<file path="src/rtl/alu_pkg.sv">
// Shared ALU operation codes and the MUL sequencer state encoding.
// Imported by the ALU and by the multiply sequencer.
package alu_pkg;

    localparam logic [3:0] ALU_AND = 4'b0000;
    localparam logic [3:0] ALU_OR  = 4'b0001;
    localparam logic [3:0] ALU_ADD = 4'b0010;
    localparam logic [3:0] ALU_XOR = 4'b0101;
    localparam logic [3:0] ALU_SUB = 4'b0110;
    localparam logic [3:0] ALU_SLL = 4'b0111;
    localparam logic [3:0] ALU_SRA = 4'b1110;
    localparam logic [3:0] ALU_SRL = 4'b1111;
    localparam logic [3:0] ALU_LUI = 4'b1011;

    typedef enum logic [2:0] {
        IDLE = 3'd0,
        ADD  = 3'd1,
        SHL  = 3'd2,
        SHR  = 3'd3,
        DONE = 3'd4
    } mul_state_t;

endpackage

</file>
<file path="src/rtl/alu.sv">
// Shared combinational ALU used by the execute stage and the MUL sequencer.
// Shift amounts come from SrcB[4:0], so DATA_WIDTH is fixed at 32.
module alu
    import alu_pkg::*;
#(
    parameter int DATA_WIDTH    = 32,
    parameter int OPCODE_LENGTH = 4
) (
    input  logic [DATA_WIDTH-1:0]    SrcA,
    input  logic [DATA_WIDTH-1:0]    SrcB,
    input  logic [OPCODE_LENGTH-1:0] Operation,
    output logic [DATA_WIDTH-1:0]    ALUResult
);

    // Operation decode; unknown codes produce zero.
    always_comb begin
        ALUResult = {DATA_WIDTH{1'b0}};
        case (Operation)
            ALU_AND: ALUResult = SrcA & SrcB;
            ALU_OR:  ALUResult = SrcA | SrcB;
            ALU_ADD: ALUResult = SrcA + SrcB;
            ALU_XOR: ALUResult = SrcA ^ SrcB;
            ALU_SUB: ALUResult = SrcA - SrcB;
            ALU_SLL: ALUResult = SrcA << SrcB[4:0];
            ALU_SRL: ALUResult = SrcA >> SrcB[4:0];
            ALU_SRA: ALUResult = $signed(SrcA) >>> SrcB[4:0];
            ALU_LUI: ALUResult = SrcB;
            default: ALUResult = {DATA_WIDTH{1'b0}};
        endcase
    end

endmodule

</file>
<file path="src/rtl/mul_seq_ctrl.sv">
// Multi-cycle shift-add sequencer for RV32M MUL (low product half), driving the
// shared ALU through ADD/SHL/SHR steps for a fixed 3*DATA_WIDTH-cycle latency.
module mul_seq_ctrl
    import alu_pkg::*;
#(
    parameter int DATA_WIDTH    = 32,
    parameter int OPCODE_LENGTH = 4
) (
    input  logic                  clk,
    input  logic                  reset,
    input  logic                  start,
    input  logic [DATA_WIDTH-1:0] op_a,
    input  logic [DATA_WIDTH-1:0] op_b,
    output logic                  busy,
    output logic                  done,
    output logic [DATA_WIDTH-1:0] result
);

    localparam int CNT_W = $clog2(DATA_WIDTH);
    localparam logic [CNT_W-1:0] CNT_LAST = CNT_W'(DATA_WIDTH - 1);
    localparam logic [CNT_W-1:0] CNT_ONE  = CNT_W'(1);
    localparam logic [DATA_WIDTH-1:0] ONE = {{(DATA_WIDTH-1){1'b0}}, 1'b1};
    localparam logic [DATA_WIDTH-1:0] ZERO = {DATA_WIDTH{1'b0}};

    mul_state_t               state_q, state_d;
    logic [DATA_WIDTH-1:0]    acc_q, acc_d;
    logic [DATA_WIDTH-1:0]    mcand_q, mcand_d;
    logic [DATA_WIDTH-1:0]    mplier_q, mplier_d;
    logic [DATA_WIDTH-1:0]    result_q, result_d;
    logic [CNT_W-1:0]         cnt_q, cnt_d;
    logic                     busy_q, done_q;

    logic [DATA_WIDTH-1:0]    alu_src_a, alu_src_b, alu_res;
    logic [OPCODE_LENGTH-1:0] alu_op;

    // State-indexed ALU input mux; IDLE/DONE park the ALU on 0+0.
    always_comb begin
        alu_op    = OPCODE_LENGTH'(ALU_ADD);
        alu_src_a = ZERO;
        alu_src_b = ZERO;
        case (state_q)
            ADD: begin
                alu_op    = OPCODE_LENGTH'(ALU_ADD);
                alu_src_a = acc_q;
                alu_src_b = mplier_q[0] ? mcand_q : ZERO;
            end
            SHL: begin
                alu_op    = OPCODE_LENGTH'(ALU_SLL);
                alu_src_a = mcand_q;
                alu_src_b = ONE;
            end
            SHR: begin
                alu_op    = OPCODE_LENGTH'(ALU_SRL);
                alu_src_a = mplier_q;
                alu_src_b = ONE;
            end
            default: begin
                alu_op    = OPCODE_LENGTH'(ALU_ADD);
                alu_src_a = ZERO;
                alu_src_b = ZERO;
            end
        endcase
    end

    alu #(
        .DATA_WIDTH    (DATA_WIDTH),
        .OPCODE_LENGTH (OPCODE_LENGTH)
    ) u_alu (
        .SrcA      (alu_src_a),
        .SrcB      (alu_src_b),
        .Operation (alu_op),
        .ALUResult (alu_res)
    );

    // Next-state and datapath update; exactly one datapath register moves per step.
    always_comb begin
        state_d  = state_q;
        acc_d    = acc_q;
        mcand_d  = mcand_q;
        mplier_d = mplier_q;
        result_d = result_q;
        cnt_d    = cnt_q;
        case (state_q)
            IDLE: begin
                if (start) begin
                    acc_d    = ZERO;
                    mcand_d  = op_a;
                    mplier_d = op_b;
                    cnt_d    = {CNT_W{1'b0}};
                    state_d  = ADD;
                end else begin
                    state_d  = IDLE;
                end
            end
            ADD: begin
                acc_d   = alu_res;
                state_d = SHL;
            end
            SHL: begin
                mcand_d = alu_res;
                state_d = SHR;
            end
            SHR: begin
                mplier_d = alu_res;
                if (cnt_q == CNT_LAST) begin
                    result_d = acc_q;
                    state_d  = DONE;
                end else begin
                    cnt_d   = cnt_q + CNT_ONE;
                    state_d = ADD;
                end
            end
            DONE:    state_d = IDLE;
            default: state_d = IDLE;
        endcase
    end

    // State, datapath and registered status flags; reset drops any in-flight op.
    always_ff @(posedge clk) begin
        if (reset) begin
            state_q  <= IDLE;
            acc_q    <= ZERO;
            mcand_q  <= ZERO;
            mplier_q <= ZERO;
            result_q <= ZERO;
            cnt_q    <= {CNT_W{1'b0}};
            busy_q   <= 1'b0;
            done_q   <= 1'b0;
        end else begin
            state_q  <= state_d;
            acc_q    <= acc_d;
            mcand_q  <= mcand_d;
            mplier_q <= mplier_d;
            result_q <= result_d;
            cnt_q    <= cnt_d;
            busy_q   <= (state_d != IDLE);
            done_q   <= (state_d == DONE);
        end
    end

    assign busy   = busy_q;
    assign done   = done_q;
    assign result = result_q;

endmodule

</file>
<file path="config.mk">
export PLATFORM = sky130hd
export DESIGN_NAME = mul_seq_ctrl
export DESIGN_NICKNAME = d
export VERILOG_FILES = /design/src/rtl/alu_pkg.sv /design/src/rtl/alu.sv /design/src/rtl/mul_seq_ctrl.sv
export SDC_FILE = /design/constraint.sdc
export NUM_CORES = 1
export LEC_CHECK = 0
export ABC_AREA = 1
export CAP_MARGIN = 40
export CELL_PAD_IN_SITES_DETAIL_PLACEMENT = 2
export CELL_PAD_IN_SITES_GLOBAL_PLACEMENT = 2
export CORE_MARGIN = 2
export CORE_UTILIZATION = 28
export CTS_CLUSTER_DIAMETER = 200
export DETAILED_ROUTE_END_ITERATION = 10
export GPL_TIMING_DRIVEN = 1
export HOLD_SLACK_MARGIN = 0.06
export PLACE_DENSITY_LB_ADDON = 0.3
export SETUP_SLACK_MARGIN = 0.2
export SKIP_CTS_REPAIR_TIMING = 1
export SLEW_MARGIN = 20
export SYNTH_ARGS = -nofsm -noshare
export SYNTH_HDL_FRONTEND = slang
export SYNTH_SLANG_ARGS = --single-unit
</file>
<file path="constraint.sdc">
create_clock -name clk -period 3.5 [get_ports clk]
set_clock_uncertainty 0.1 [all_clocks]
set_input_delay 0.525 -clock clk [delete_from_list [all_inputs] [get_ports clk]]
set_output_delay 0.525 -clock clk [all_outputs]
set_load 0.01 [all_outputs]
</file>
# Word-level counts from Yosys, hierarchy flattened

Index checks and enable logic that the tools add are counted.

Equal/unequal tests: 15
Mux-type cells: 17
Shift operators: 3
Bitwise logic cells: 3
Reduce and logical (&&, ||, !) cells: 12
Add/subtract/negate cells: 3

Operator list:

| cell                                                            | count |
|---|---|
| 32-bit case mux with 9 select lines                             | 1 |
| 32-bit case mux with 2 select lines                             | 4 |
| 32-bit 2-to-1 mux                                               | 4 |
| 32-bit case mux with 3 select lines                             | 1 |
| 32-bit adder                                                    | 1 |
| 32-bit AND                                                      | 1 |
| 32-bit bitwise OR                                               | 1 |
| 32-bit by 5-bit << shifter with 32-bit output                   | 1 |
| 32-bit by 5-bit >> shifter with 32-bit output                   | 1 |
| 32-bit by 5-bit >>> shifter with 32-bit output                  | 1 |
| 32-bit subtractor                                               | 1 |
| 32-bit bitwise XOR                                              | 1 |
| 4-bit by 3-bit == test with 1-bit output, second input constant | 3 |
| 4-bit == test, second input constant                            | 3 |
| 3-bit case mux with 4 select lines                              | 1 |
| 5-bit 2-to-1 mux                                                | 2 |
| 5-bit case mux with 2 select lines                              | 1 |
| 4-bit case mux with 2 select lines                              | 1 |
| 2-bit AND reduction                                             | 4 |
| 3-bit by 2-bit == test with 1-bit output, second input constant | 2 |
| 2-bit nonzero test                                              | 3 |
| 5-bit by 1-bit adder with 5-bit output, second input constant   | 1 |
| 5-bit == test, second input constant                            | 1 |
| 4-bit by 1-bit == test with 1-bit output, second input constant | 1 |
| 11 further kinds                                                | 12 |

Output and inout port bits: 34
Logic and storage cells: 61
Bits of input ports: 67
Flip-flop bits (word level): 138

# Logic depth before layout (Yosys ltp)

Depth in word-level cells: 6
Gate-level depth with buffers: 33
Mapped depth without buffers: 31

# Cells and area by module

From an unflattened synthesis, not the netlist that was laid out.

Cells, all modules: 2873
Area total of the unflattened synthesis: 15681.3 sq um

Modules (own cells, without submodules):

| module       | times used | cells each | seq. area each (sq um) | area each (sq um) |
|---|---|---|---|---|
| alu          | 1          | 1855       | 0.0                    | 9233.9 |
| mul_seq_ctrl | 1          | 1018       | 2762.6                 | 6447.4 |

# Least setup slack after synthesis

Ideal clock, no wire load.

Kind: register to register
Start: register mplier_q[0]
End: register acc_q[31]
Path slack: 0.004 ns
Data required time: 3.269 ns
Library setup time: 0.131 ns
Period minus slack after synthesis: 3.496 ns
Arrival time: 3.265 ns
Path buffers: 2
Stages on the path, launching flop included: 31
Cells stage by stage: dfxtp_1 buf_6 buf_8 nand2_2 inv_2 nand3_2 nand2_4 inv_1 ha_1 nand2_1 nor2_4 nand4_4 nor3_4 inv_2 nor2_4 nand2_2 nor2_2 nand2_1 nand2_1 nand2_1 ha_1 a21oi_1 nand2_1 a21oi_1 nand2_1 a21oi_1 nand3_1 nand3_1 nand2_1 nand2_1 a21oi_2

Cells in the longest elaborated chain, start to end: 5
Elaborated cells between the ends (all ways): 13
Those cells by class: add/sub: 2; shift: 3; mux: 5; bitwise: 3

RTL lines:

| element                                         | RTL line            | text |
|---|---|---|
| start: declaration                              | mul_seq_ctrl.sv:28  | `logic [DATA_WIDTH-1:0] mplier_q, mplier_d;` |
| start signal: assignment                        | mul_seq_ctrl.sv:133 | `mplier_q <= mplier_d;` |
| 32-bit 2-to-1 mux                               | mul_seq_ctrl.sv:45  | `alu_src_b = mplier_q[0] ? mcand_q : ZERO;` |
| 32-bit case mux with 2 select lines             | mul_seq_ctrl.sv:41  | `case (state_q)` |
| 32-bit subtractor, or another cell as far along | alu.sv:23           | `ALU_SUB: ALUResult = SrcA - SrcB;` |
| 32-bit case mux with 9 select lines (*)         | alu.sv:18           | `case (Operation)` |
| 32-bit case mux with 2 select lines (*)         | mul_seq_ctrl.sv:83  | `case (state_q)` |
| end signal: assignment                          | mul_seq_ctrl.sv:122 | `acc_q <= ZERO;` |
| end signal: assignment                          | mul_seq_ctrl.sv:131 | `acc_q <= acc_d;` |
| end: declaration                                | mul_seq_ctrl.sv:26  | `logic [DATA_WIDTH-1:0] acc_q, acc_d;` |

Every way passes the cells marked *; elsewhere a longest branch is shown, timed or not.
A chain may end at the register's enable or synchronous reset.

# Worst setup path in the final report

Start: register state_q[1]
End: register acc_q[10]

Cells in the longest elaborated chain, start to end: 6
Elaborated cells between the ends (all ways): 30
Those cells by class: add/sub: 2; eq/ne: 12; shift: 3; mux: 5; bitwise: 3; reduce/logical: 5

RTL lines:

| element                                         | RTL line            | text |
|---|---|---|
| start: declaration                              | mul_seq_ctrl.sv:25  | `mul_state_t state_q, state_d;` |
| start signal: assignment                        | mul_seq_ctrl.sv:130 | `state_q <= state_d;` |
| 3-bit by 2-bit == test with 1-bit output        | mul_seq_ctrl.sv:41  |  |
| 2-bit OR reduction (no line)                    | n/a                 |  |
| 32-bit case mux with 2 select lines             | mul_seq_ctrl.sv:41  |  |
| 32-bit subtractor, or another cell as far along | alu.sv:23           |  |
| 32-bit case mux with 9 select lines             | alu.sv:18           |  |
| 32-bit case mux with 2 select lines             | mul_seq_ctrl.sv:83  |  |

Several ways; a longest one is shown, not always the timed one.

==> flow_summary.yaml <==
drt:
  avgRoutedWirePerCell_um: 26.92
  vias: 12212
  ant_nets: 0
  wl_mm: 60.83
  drt_first_iter_violations: 578
  drc: 0
  vias_per_cell: 5.404
  dr.pass1.iters: 5
sta:
  setup_viol: 23
  period_share: 1.160
  fmax_mhz: 246.4
  rsz0062_at_grt: "yes"
  whs_ns: 0.3792
  worst_pin_slew_ns: 0.5584
  slew_headroom: 0.6254
  hold_violations: 0
  period_needed_ns: 4.059
  fin_ws_ns: -0.5586
  drv_slew: 0
setup_path:
  slowest_delay_ns: 0.37
  crit_arrival_ns: 4.30
  path_buf_inv: 5
  worst-path-max-fanout: 13
  worstSetupEndpointType: "flop"
  crit_top_cell: "nand2_1"
  start_kind: "flop"
  slowest_stage: "dfxtp_4"
  path_delay_family: "simple AND/OR/NAND/NOR gates"
  critPathRequiredTime_ns: 3.74
  critPathKind: "flop to flop"
  cp_cell_sequence: "nor2_4 -> buf_4 -> nand2_1 -> inv_4 -> buf_12 -> nand2_1 -> nand2_1 -> nor2_1 -> ha_1 -> fa_2 -> o21ai_2 -> buf_4 -> nand2_1 -> nand2_1 -> buf_4 -> nand2_1 -> nand2_1 -> or2_2 -> nand3_1 -> nand3_1 -> nand2_1 -> a21oi_1"
synth:
  synth_top_area_share: 0.2995
  synth.most_common_cell: "nand2_1"
  syn_nets: 1560
  ys_warn_count: 0
  yosysSeqAreaShare: 0.2995
  netlist_area_um2: 9224
  async_flop_share: 0
  avgSynthCellArea_um2: 6.331
  yosys-top-cells-count: "nand2_1, nor2_1, dfxtp_1"
  yosys_register_bits: 138
  synth_edf_count: 0
  synth_area_leaders: "dfxtp_1, nand2_1, nor2_1"
  syn_inst: 1457
  synth_area_leader_cell: "dfxtp_1"
  synth_cell_types: 48
  synthFlopType: "dfxtp_1"
floorplanning:
  num_io_pins: 101
  core_area_um2: 32450
  die_h_um: 185.5
  dieArea_um2: 34410
  die_w_um: 185.5
  rows: 66
  initial_core_util: 0.2842
cts:
  clk_latency_ns: 0.47
  cts_tree: "yes"
  clockBufferDepth: 2
  htreeDepth: 4
  cts_buffers: 17
  cts.clk_slew.worst_paths_ns: 0.07
  cts.sinks: 138
  cts_root_buffer: "clkbuf_16"
cells_and_area:
  seqCellArea_um2: 2778
  multi_input_area_um2: 6716
  drive_gt1_frac: 0.3273
  fill_cells: 3766
  n_antenna_cell: 0
  fin_area_um2: 14560
  finalNonFillerCells: 2260
  fin_nets: 1908
  syn_to_final_growth_pct: 57.90
run_status:
  violations: "negative setup slack"
  status: "finished with violations"
global_route:
  grt_use_total: 0.2932
  grt_first_pass_wirelength_mm: 75.22
  grt_overflow_total: 0
  grt_pass1_vias: 12757
  antenna_found_initial: 0
  grt_max_degree: 42
worst_hold_path:
  hold_class: "primary input to flop"
placed_design:
  gp_congestion: 0.8509
  place_hpwl_mm: 37.36
  place_area_um2: 12480
  portBuffers: 100
  dpl.cell_count: 2190
power:
  p_leak_nw: 6.905
  irDropWorstVdd_uv: 383.7
  powerDensity_nw_per_um2: 566.3
flow_run:
  cap_violations: 0
[placed cells by master, fill, tap and decap left out, types with 14 or more instances in the layout]
| cell type | synthesis | final |
|---|---|---|
| a21oi_1 | 89 | 61 |
| a21oi_2 | 1 | 26 |
| a31oi_1 | 56 | 56 |
| buf_4 | 5 | 262 |
| buf_6 | 8 | 19 |
| clkbuf_16 | 0 | 18 |
| clkdlybuf4s50_1 | 0 | 99 |
| dfxtp_1 | 138 | 134 |
| ha_1 | 35 | 21 |
| inv_1 | 125 | 110 |
| inv_2 | 10 | 21 |
| nand2_1 | 495 | 431 |
| nand2_2 | 8 | 54 |
| nand2_4 | 1 | 19 |
| nand3_1 | 95 | 68 |
| nand3_2 | 12 | 35 |
| nor2_1 | 142 | 118 |
| nor2_2 | 7 | 17 |
| nor2_4 | 8 | 22 |
| o21ai_0 | 54 | 41 |
| xor2_1 | 20 | 14 |
[per-stage QoR]
step,TNS [ns],util,power [mW],setup WS (ns)
final,-8.555,0.4488,8.248,-0.5586
after global routing,-12.36,0.4488,8.568,-0.7570
after CTS,-8.731,0.4031,7.108,-0.6248
after detailed placement,-5.772,0.3846,5.096,-0.4864
after global placement,-1.991,0.3846,4.982,-0.3426
after floorplan,0,-,3.455,0.04886
[final timing paths]
path | startpoint | end | slack [ns] | cells after the start
hold / removal | reset | acc_q[31] | 0.38 | 2
setup / recovery | state_q[1] | acc_q[10] | -0.56 | 22
hold reg to reg | mplier_q[26] | mplier_q[26] | 0.39 | 2
setup reg to reg | state_q[1] | acc_q[10] | -0.56 | 22
[flip-flops by register name, summed over array words and instances (netlist names)]
register,flops
cnt_q,5
done,1
result,32
acc_q,32
mplier_q,32
mcand_q,32
state_q,3
busy,1
[logic make-up after synthesis]
| group | count (synthesis) | share of synthesized area |
|---|---|---|
| buffers and inverters | 199 | 0.09306 |
| DFF | 138 | 0.2995 |
| xor gates and xnor gates | 32 | 0.03039 |
| adders and majority gates | 36 | 0.04965 |
| AOI/OAI and AO/OA | 230 | 0.1409 |
| and+or+nand+nor | 822 | 0.3865 |
[final cells by class]
type | instances | area share
multi-input combinational | 1120 | 0.4612
timing repair buffer | 391 | 0.2329
sequential | 138 | 0.1907
tap | 442 | 0.03797
inverter | 137 | 0.03600
clock buffer | 19 | 0.02973
clock inverter | 13 | 0.01151
[worst reg2reg max path: cells and delay by family (launching register included)]
family | cells | cell delay [ns]
adder cells (fa/ha/maj) | 2 | 0.63
AND/OR/NAND/NOR | 13 | 1.58
flip-flops | 1 | 0.37
buffers and inverters | 5 | 0.79
AO/OA/AOI/OAI | 2 | 0.48
[power breakdown]
part | internal (mW) | total [mW] | switching, mW
Clock | 1.13 | 1.99 | 0.866
Sequential | 1.70 | 1.85 | 0.150
Combinational | 1.77 | 4.41 | 2.64
Total | 4.59 | 8.25 | 3.66
[layer usage]
metal,track usage,vias up,share of wire
met5,0,-,0
met4,0.1584,0,0.083
met3,0.03913,247,0.032
met2,0.5451,437,0.52
met1,0.3213,6112,0.36
li1,-,5416,-
No activity file was read; power rests on OpenSTA's default activity.
